===== src/rtl/buz_pkg.sv =====
// Shared definitions for the multi-channel buzzer/relay blinker:
// channel state encoding, one-hot helpers and counter sizing.
package buz_pkg;

  typedef enum logic [1:0] {
    ST_IDLE = 2'd0,
    ST_RUN  = 2'd1,
    ST_GAP  = 2'd2
  } state_t;

  // True when exactly one bit of the (zero-extended) field is set.
  function automatic logic is_onehot(input logic [31:0] f);
    return (f != 32'd0) && ((f & (f - 32'd1)) == 32'd0);
  endfunction

  // Index of the set bit of a one-hot field (0 when the field is empty).
  function automatic logic [4:0] onehot_index(input logic [31:0] f);
    logic [4:0] idx;
    idx = 5'd0;
    for (int i = 0; i < 32; i++) begin
      if (f[i]) begin
        idx = 5'(i);
      end
    end
    return idx;
  endfunction

  // Bits needed for a counter that runs 0 .. v-1 (never less than one bit).
  function automatic int unsigned cnt_width(input longint unsigned v);
    if (v <= 64'd2) begin
      return 32'd1;
    end else begin
      return $clog2(v);
    end
  endfunction

endpackage


===== src/rtl/buz_channel.sv =====
// One blinker channel: decodes its synchronised DIP field, runs the
// half-period counter, the burst pulse counter and the gap counter, and
// holds the IDLE/RUN/GAP state machine. Any change of mode or burst
// select restarts the pattern from a clean RUN entry.
module buz_channel
  import buz_pkg::*;
#(
  parameter int unsigned MODE_W         = 3,
  parameter int unsigned BASE_HALF_CYC  = 50000000,
  parameter int unsigned BURST_PULSES   = 3,
  parameter int unsigned BURST_GAP_HALF = 4
) (
  input  logic              clk,
  input  logic              rst_n,
  input  logic [MODE_W-1:0] mode,
  input  logic              burst,
  output logic              phase,
  output logic              phase_nxt,
  output logic              active
);

  localparam int unsigned CNT_W   = cnt_width(64'(BASE_HALF_CYC));
  localparam int unsigned GAP_W   = cnt_width(64'(BURST_GAP_HALF) * 64'(BASE_HALF_CYC));
  localparam int unsigned PULSE_W = cnt_width(64'(BURST_PULSES) + 64'd1);
  localparam logic [PULSE_W-1:0] PULSE_LAST = PULSE_W'(BURST_PULSES - 1);

  state_t              state_r, state_nxt_s;
  logic [CNT_W-1:0]    cnt_r, cnt_nxt_s;
  logic [GAP_W-1:0]    gcnt_r, gcnt_nxt_s;
  logic [PULSE_W-1:0]  pulse_r, pulse_nxt_s;
  logic                phase_r, phase_nxt_s;
  logic [MODE_W-1:0]   mode_r, mode_nxt_s;
  logic                burst_r, burst_nxt_s;
  logic                active_r;

  logic                valid_s;
  logic [4:0]          idx_s;
  logic [31:0]         half_full_s;
  logic [CNT_W-1:0]    half_m1_s;
  logic [GAP_W-1:0]    gap_m1_s;

  // Rate decode: the single set bit k selects BASE_HALF_CYC >> k.
  assign valid_s     = is_onehot(32'(mode));
  assign idx_s       = onehot_index(32'(mode));
  assign half_full_s = 32'(BASE_HALF_CYC) >> idx_s;
  assign half_m1_s   = CNT_W'(half_full_s - 32'd1);
  assign gap_m1_s    = GAP_W'(64'(BURST_GAP_HALF) * 64'(half_full_s) - 64'd1);

  // Next-state logic for the channel FSM and its counters.
  always_comb begin
    state_nxt_s = state_r;
    cnt_nxt_s   = cnt_r;
    gcnt_nxt_s  = gcnt_r;
    pulse_nxt_s = pulse_r;
    phase_nxt_s = phase_r;
    mode_nxt_s  = mode_r;
    burst_nxt_s = burst_r;
    if (!valid_s) begin
      state_nxt_s = ST_IDLE;
      cnt_nxt_s   = {CNT_W{1'b0}};
      gcnt_nxt_s  = {GAP_W{1'b0}};
      pulse_nxt_s = {PULSE_W{1'b0}};
      phase_nxt_s = 1'b0;
      mode_nxt_s  = {MODE_W{1'b0}};
      burst_nxt_s = 1'b0;
    end else if ((state_r == ST_IDLE) || (mode != mode_r) || (burst != burst_r)) begin
      // Fresh RUN entry: nothing from the previous pattern survives.
      state_nxt_s = ST_RUN;
      cnt_nxt_s   = {CNT_W{1'b0}};
      gcnt_nxt_s  = {GAP_W{1'b0}};
      pulse_nxt_s = {PULSE_W{1'b0}};
      phase_nxt_s = 1'b0;
      mode_nxt_s  = mode;
      burst_nxt_s = burst;
    end else begin
      case (state_r)
        ST_RUN: begin
          if (cnt_r == half_m1_s) begin
            cnt_nxt_s   = {CNT_W{1'b0}};
            phase_nxt_s = ~phase_r;
            if (phase_r && burst_r) begin
              if (pulse_r == PULSE_LAST) begin
                state_nxt_s = ST_GAP;
                phase_nxt_s = 1'b0;
                pulse_nxt_s = {PULSE_W{1'b0}};
                gcnt_nxt_s  = {GAP_W{1'b0}};
              end else begin
                pulse_nxt_s = pulse_r + PULSE_W'(1);
              end
            end else begin
              pulse_nxt_s = pulse_r;
            end
          end else begin
            cnt_nxt_s = cnt_r + CNT_W'(1);
          end
        end
        ST_GAP: begin
          phase_nxt_s = 1'b0;
          if (gcnt_r == gap_m1_s) begin
            state_nxt_s = ST_RUN;
            cnt_nxt_s   = {CNT_W{1'b0}};
            gcnt_nxt_s  = {GAP_W{1'b0}};
            pulse_nxt_s = {PULSE_W{1'b0}};
          end else begin
            gcnt_nxt_s = gcnt_r + GAP_W'(1);
          end
        end
        default: begin
          state_nxt_s = ST_IDLE;
          cnt_nxt_s   = {CNT_W{1'b0}};
          gcnt_nxt_s  = {GAP_W{1'b0}};
          pulse_nxt_s = {PULSE_W{1'b0}};
          phase_nxt_s = 1'b0;
          mode_nxt_s  = {MODE_W{1'b0}};
          burst_nxt_s = 1'b0;
        end
      endcase
    end
  end

  // Channel state, counters and registered phase/active outputs.
  always_ff @(posedge clk or negedge rst_n) begin
    if (!rst_n) begin
      state_r  <= ST_IDLE;
      cnt_r    <= {CNT_W{1'b0}};
      gcnt_r   <= {GAP_W{1'b0}};
      pulse_r  <= {PULSE_W{1'b0}};
      phase_r  <= 1'b0;
      mode_r   <= {MODE_W{1'b0}};
      burst_r  <= 1'b0;
      active_r <= 1'b0;
    end else begin
      state_r  <= state_nxt_s;
      cnt_r    <= cnt_nxt_s;
      gcnt_r   <= gcnt_nxt_s;
      pulse_r  <= pulse_nxt_s;
      phase_r  <= phase_nxt_s;
      mode_r   <= mode_nxt_s;
      burst_r  <= burst_nxt_s;
      active_r <= (state_nxt_s != ST_IDLE);
    end
  end

  assign phase     = phase_r;
  assign phase_nxt = phase_nxt_s;
  assign active    = active_r;

endmodule


===== src/rtl/buz_multi.sv =====
// Multi-channel buzzer/relay blinker top: synchronises the DIP switches,
// burst selects and MUTE button, runs N_CH independent channels and
// produces registered BUZZ/RELAY/ACTIVE pins. MUTE gates only the buzzers.
module buz_multi
  import buz_pkg::*;
#(
  parameter int unsigned N_CH           = 2,
  parameter int unsigned MODE_W         = 3,
  parameter int unsigned BASE_HALF_CYC  = 50000000,
  parameter int unsigned BURST_PULSES   = 3,
  parameter int unsigned BURST_GAP_HALF = 4
) (
  input  logic                   CLK,
  input  logic                   RESET_N,
  input  logic [N_CH*MODE_W-1:0] DIP_SW,
  input  logic [N_CH-1:0]        BURST,
  input  logic                   MUTE,
  output logic [N_CH-1:0]        BUZZ,
  output logic [N_CH-1:0]        RELAY,
  output logic [N_CH-1:0]        ACTIVE
);

  logic [N_CH*MODE_W-1:0] dip_s1_r, dip_s2_r;
  logic [N_CH-1:0]        burst_s1_r, burst_s2_r;
  logic                   mute_s1_r, mute_s2_r;
  logic [N_CH-1:0]        relay_s, phase_nxt_s, active_s;
  logic [N_CH-1:0]        buzz_r;

  // Two-flop synchronisers for the asynchronous switch and button inputs.
  always_ff @(posedge CLK or negedge RESET_N) begin
    if (!RESET_N) begin
      dip_s1_r   <= {(N_CH*MODE_W){1'b0}};
      dip_s2_r   <= {(N_CH*MODE_W){1'b0}};
      burst_s1_r <= {N_CH{1'b0}};
      burst_s2_r <= {N_CH{1'b0}};
      mute_s1_r  <= 1'b0;
      mute_s2_r  <= 1'b0;
    end else begin
      dip_s1_r   <= DIP_SW;
      dip_s2_r   <= dip_s1_r;
      burst_s1_r <= BURST;
      burst_s2_r <= burst_s1_r;
      mute_s1_r  <= MUTE;
      mute_s2_r  <= mute_s1_r;
    end
  end

  for (genvar c = 0; c < N_CH; c++) begin : g_ch
    buz_channel #(
      .MODE_W         (MODE_W),
      .BASE_HALF_CYC  (BASE_HALF_CYC),
      .BURST_PULSES   (BURST_PULSES),
      .BURST_GAP_HALF (BURST_GAP_HALF)
    ) u_ch (
      .clk       (CLK),
      .rst_n     (RESET_N),
      .mode      (dip_s2_r[c*MODE_W +: MODE_W]),
      .burst     (burst_s2_r[c]),
      .phase     (relay_s[c]),
      .phase_nxt (phase_nxt_s[c]),
      .active    (active_s[c])
    );
  end

  // Buzzer register: follows the channel phase in lockstep with RELAY,
  // forced low while the synchronised MUTE is asserted.
  always_ff @(posedge CLK or negedge RESET_N) begin
    if (!RESET_N) begin
      buzz_r <= {N_CH{1'b0}};
    end else begin
      buzz_r <= phase_nxt_s & ~{N_CH{mute_s2_r}};
    end
  end

  assign BUZZ   = buzz_r;
  assign RELAY  = relay_s;
  assign ACTIVE = active_s;

endmodule


===== config.mk =====
export PLATFORM = sky130hd
export DESIGN_NAME = buz_multi
export DESIGN_NICKNAME = d
export VERILOG_FILES = /design/src/rtl/buz_pkg.sv /design/src/rtl/buz_channel.sv /design/src/rtl/buz_multi.sv
export SDC_FILE = /design/constraint.sdc
export NUM_CORES = 1
export LEC_CHECK = 0
export BUFFER_PORTS_ARGS = -buffer_cell sky130_fd_sc_hd__buf_4
export CAP_MARGIN = 20
export CORE_ASPECT_RATIO = 1.5
export CORE_MARGIN = 1
export CORE_UTILIZATION = 30
export DETAILED_ROUTE_END_ITERATION = 12
export GPL_ROUTABILITY_DRIVEN = 1
export PLACE_DENSITY = 0.46
export SLEW_MARGIN = 30
export SYNTH_ARGS = -nofsm -noshare
export SYNTH_HDL_FRONTEND = slang
export SYNTH_SLANG_ARGS = --single-unit

===== constraint.sdc =====
create_clock -name CLK -period 5.6 [get_ports CLK]
set_input_delay 0.56 -clock CLK [delete_from_list [all_inputs] [get_ports CLK]]
set_output_delay 0.56 -clock CLK [all_outputs]
set_load 0.1 [all_outputs]

# Yosys cells after proc, flatten, opt, wreduce, memory -nomap -nowiden
# Index checks and enable logic that the tools add are counted.
# op_classes
add_sub_neg	12
eq_ne	24
shift	2
muxes	80
n_bitwise	6
reduce_logical	22
# op_table
cell	n
28-bit two-way mux	12
26-bit two-way mux	8
28-bit case mux with 2 select lines	2
26-bit case mux with 2 select lines	2
3-bit by 32-bit AND with 32-bit output	2
32-bit zero test	2
28-bit by 1-bit adder with 28-bit output (second input constant)	2
28-bit equality test	2
28-bit by 1-bit subtractor with 28-bit output (second input constant)	2
26-bit by 1-bit adder with 26-bit output (second input constant)	2
26-bit equality test	2
2-bit two-way mux	26
26-bit by 2-bit >> shifter with 26-bit output (first input constant)	2
26-bit by 1-bit subtractor with 26-bit output (second input constant)	2
4-bit inequality test (second input constant)	8
1-bit two-way mux	20
3-bit two-way mux	6
2-bit case mux with 2 select lines	4
3-bit AND reduction	4
2-bit equality test (second input constant)	4
3-bit by 1-bit subtractor with 4-bit output (second input constant)	2
3-bit inequality test	2
3-bit inequality test (second input constant)	2
3-bit nonzero test	2
other kinds (11)	24
# word_totals
register_bits	148
inputBits	11
out_inout_bits	6
wordCells	169

# Depth between registers and ports, before layout
# logic_depth
ltp_word	10
ltp_mapped	10

# By module
# A second synthesis with hierarchy kept.
# hier_totals
cells_unflattened	972
area_unflattened_um2	8727.1
# by_module_without_submodules
mod	instances	cells_each	area_each_um2	seq_area_each_um2
buz_channel (g_ch[0].u_ch)	1	479	4119.0	1601.5
buz_channel (g_ch[1].u_ch)	1	471	4095.2	1601.5
buz_multi	1	22	513.0	500.5

# Worst setup path before layout
# OpenSTA, ideal clock, no wires.
# synth_path
path_type	reg-to-reg
from	register g_ch[1].u_ch.cnt_r[8]
to	register g_ch[1].u_ch.gcnt_r[1]
setup_time_ns	0.121
arrival_ns	2.319
t_required_ns	5.479
setup_slack_ns	3.160
stages_incl_launch_ff	8
path_buffers	2
cell_sequence	dfrtp_1 > or4b_1 > a2111o_1 > a2111oi_4 > a21oi_2 > clkbuf_1 > clkbuf_1 > a22o_1
# synth_between
elab_chain_cells	3
# synth_lines
element	line	rtl
from (decl)	buz_channel.sv:28	logic [CNT_W-1:0] cnt_r, cnt_nxt_s;
from (signal assigned)	buz_channel.sv:125	cnt_r <= {CNT_W{1'b0}};
from (signal assigned)	buz_channel.sv:134	cnt_r <= cnt_nxt_s;
26-bit equality test	buz_channel.sv:78	if (cnt_r == half_m1_s) begin
4-bit inequality test (no line)	--	
3-bit AND reduction (no line)	--	
to (signal assigned)	buz_channel.sv:126	gcnt_r <= {GAP_W{1'b0}};
to (signal assigned)	buz_channel.sv:135	gcnt_r <= gcnt_nxt_s;
to (decl)	buz_channel.sv:29	logic [GAP_W-1:0] gcnt_r, gcnt_nxt_s;
# No other way between the ends.
# A chain may end at the register's enable or synchronous reset.

# Worst setup path in the final report
# layout_path
from	register g_ch[1].u_ch.cnt_r[8]
to	register g_ch[1].u_ch.gcnt_r[13]
# The elaborated chain is that of the path after synthesis.

==> impl_metrics.env <==
export IMPL_status="finished, final reports clean"
export IMPL_cts_tree="built"
export IMPL_max_slew_margin_pct=40.1
export IMPL_switching_share_pct=22.7
export IMPL_hold_viol_final=0
export IMPL_grtUsageTotal_pct=17.9
export IMPL_dieArea_um2=28300
export IMPL_placed_area_um2=8720
export IMPL_clk_pin_slew_ps=60
export IMPL_grt_most_used_layer="met2"
export IMPL_final_min_clock_period_ps=3410
export IMPL_power_density_nw_per_um2=262
export IMPL_gr_usage_met2_pct=32.2
export IMPL_comb_power_share_pct=3.9
export IMPL_multi_input_area_um2=4250
export IMPL_critPathArrivalTime_ps=3790
export IMPL_diodes=0
export IMPL_vias=7047
export IMPL_synth_top_flop_cell="dfrtp_1"
export IMPL_grtUsageMet3_pct=2.76
export IMPL_place_hpwl_um=15700
export IMPL_endpoint_kind="register"
export IMPL_rsz0062_at_grt="false"
export IMPL_cts_buffers=17
export IMPL_p_clk_share_pct=51.3
export IMPL_drt_drc_violations_left=0
export IMPL_clock_latency_ps=450
export IMPL_switching_power_uw=557
export IMPL_fin_hold_ws_ps=61.8
export IMPL_tightest_slew_ps=891
export IMPL_core_area_um2=27100
export IMPL_p_leak_nw=3.84
export IMPL_area_growth_syn_to_layout_pct=13.1
export IMPL_post_route_period_util_pct=60.9
export IMPL_async_reset_ff_share_pct=100
export IMPL_synth_top_cells_by_area="dfrtp_1, a22o_1, o21ai_0, nand2_1, nand3_1"
export IMPL_cts_buffer_depth=2
export IMPL_start_kind="register"
export IMPL_ys_types=70
export IMPL_final_area_um2=9360
export IMPL_syn_num_nets=939
export IMPL_reg2regPathDepth=7
export IMPL_regArea_um2=3700
export IMPL_intPower_mw=1.90
export IMPL_netlist_area_um2=8270
export IMPL_power_mw=2.45
export IMPL_drive_gt1_share_pct=7.84
export IMPL_crit_type="register to register"
export IMPL_yosys_warnings=0
export IMPL_dr_pass1_iters=5
export IMPL_finalSetupViolCount=0
export IMPL_portBuffers=16
export IMPL_finClkSkew_ps=10.5
export IMPL_seqPwrFrac_pct=44.7
export IMPL_synthCells=918
export IMPL_start_util_pct=30.5
export IMPL_io_pins=17
export IMPL_synth_top_area_share_pct=44.8
export IMPL_setup_tns_ps=0
export IMPL_ant_nets=0
export IMPL_num_rows=74
export IMPL_maxCapViolCount=0
export IMPL_cts_setup_buffers=0
export IMPL_dieWidth_um=138
export IMPL_cp_required_ps=5980
export IMPL_synthDominantAreaCellType="dfrtp_1"
export IMPL_via_per_inst=5.54
export IMPL_avgSynthCellArea_um2=9.01
export IMPL_cts_root_buf="clkbuf_16"
export IMPL_nFillCells=2808
export IMPL_grt_pass1_vias=7220
export IMPL_cts_sinks=148
export IMPL_antenna_found_initial=0
export IMPL_final_util_pct=34.5
export IMPL_totalWireLength_um=23100
export IMPL_slew_viol_final=0
export IMPL_peakVddDrop_uv=242
export IMPL_drtIter0Drc=497
export IMPL_grt_ovfl_total=0
export IMPL_die_height_um=205
export IMPL_grt_max_degree=60
export IMPL_cts_resized=0
export IMPL_path_max_fanout=30
export IMPL_hold_path_class="input port to asynchronous set/reset pin"
export IMPL_nets=941
export IMPL_synth_edf_count=0
export IMPL_fmax_mhz=293
export IMPL_grt_pass1_wl_um=38600
export IMPL_wire_per_inst_um=18.1
export IMPL_ctsHtreeMaxLevel=4
export IMPL_ys_seq_area_share_pct=44.8
export IMPL_synth_seq_cells=148
export IMPL_place_congestion=0.811
export IMPL_gr_usage_met1_pct=20.4
export IMPL_postCtsHoldBufs=0
synth_stat cells (4+ instances only):
cell         n
nand4b_1     4
nand4_1     28
inv_1       35
and3_1      15
nand2_1     83
buf_1        5
o311ai_0     5
nand3_1     57
nor4bb_1     6
buf_2       16
or3_1        7
nor4_1       9
buf_4        4
and2_1       9
a21o_1      25
o21ai_1      7
or4_1       26
dfrtp_1    148
nor2b_1     12
o31ai_1      9
o22ai_1      7
mux2i_1      8
a22o_1      47
nor4b_1      6
xor2_1       9
a211oi_1     5
and4_1       8
nor3_1      35
a31oi_1      5
nand2b_1     7
o2bb2ai_1    5
nor2_1      68
clkbuf_1    19
a21oi_1     44
o21a_1       6
o21ai_0     71
ha_1        10
or2_2        4
worst max-delay path, cell delays in order (launching register included):
cell and delay, ps:
dfrtp_1 420, or4b_1 540, a2111o_1 390, a2111oi_4 710, a21oi_2 110, buf_4 260
nor2_1 670, a22o_1 230
cells in the final DEF (no fill, tap or decap), types with 8 or more instances in the layout:
cell	n
ha_1	10
nand2_1	83
a21oi_1	43
nand4_1	28
o31ai_1	9
and3_1	15
o21ai_0	71
and2_1	9
clkbuf_16	17
nor4_1	9
or4_1	26
xor2_1	9
dfrtp_1	148
a22o_1	47
a21o_1	25
buf_4	26
nor3_1	35
nand3_1	57
and4_1	8
mux2i_1	8
nor2b_1	12
inv_1	35
nor2_1	67
per-layer routing:
metal | share of wire, % | wire length (um)
met5 | 0 | 0
met3 | 1.9 | 445
met1 | 43 | 9800
met2 | 53 | 12200
met4 | 2.5 | 584
final timing paths:
path                            slack (ps)             startpoint                 endpoint
worst max register to register        2190  g_ch[1].u_ch.cnt_r[8]  g_ch[1].u_ch.gcnt_r[13]
min in group CLK                       210              DIP_SW[1]              dip_s1_r[1]
max in group asynchronous             4350                RESET_N    g_ch[0].u_ch.cnt_r[5]
worst min-delay path                    60                RESET_N              dip_s2_r[3]
worst min register to register         350              mute_s1_r                mute_s2_r
worst max-delay path                  2190  g_ch[1].u_ch.cnt_r[8]  g_ch[1].u_ch.gcnt_r[13]
registers in the layout, summed over array words and instances, names as in the netlist:
| register | cells |
|---|---|
| BUZZ | 2 |
| g_ch.u_ch.mode_r | 6 |
| g_ch.u_ch.active | 2 |
| g_ch.u_ch.state_r | 4 |
| burst_s2_r | 2 |
| dip_s2_r | 6 |
| g_ch.u_ch.gcnt_r | 56 |
| g_ch.u_ch.pulse_r | 4 |
| dip_s1_r | 6 |
| g_ch.u_ch.burst_r | 2 |
| g_ch.u_ch.cnt_r | 52 |
| g_ch.u_ch.phase | 2 |
| mute_s1_r | 1 |
| burst_s1_r | 2 |
| mute_s2_r | 1 |
kinds of logic (layout without fill, tap and decap cells):
group	count (synthesis)	in the layout	share of synthesized area (%)
buf+inv	79	92	4.01
mux	9	9	1.10
compound gates	265	265	21.8
xor+xnor	12	12	1.27
simple gates	395	395	25.5
flops	148	148	44.8
fa+ha+maj	10	10	1.51
area by class of cell:
class	instances	area share (%)
repair buffers	27	2.21
clock buffers	22	5.18
multi-input cells	691	45.5
inverters	35	1.40
well taps	342	4.57
clock inverters	8	1.59
flip-flops and latches	148	39.6
metrics by stage:
stage / worst slack, ps / cells
finish: 2190 / 1273
global route: 1800 / 1273
CTS: 2160 / 1273
detailed placement: 2180 / 1243
global placement: 2220 / 1243
floorplan: 3160 / 918
power groups by stage:
stage | Sequential (mW) | Clock [mW] | Combinational (mW)
floorplan | 1.11 | 0 | 0.0615
global placement | 1.12 | 0 | 0.0986
detailed placement | 1.12 | 0 | 0.0994
CTS | 1.10 | 1.29 | 0.0997
global route | 1.10 | 1.33 | 0.109
finish | 1.10 | 1.26 | 0.0961
Note: power is estimated with default switching activity, not from simulation.
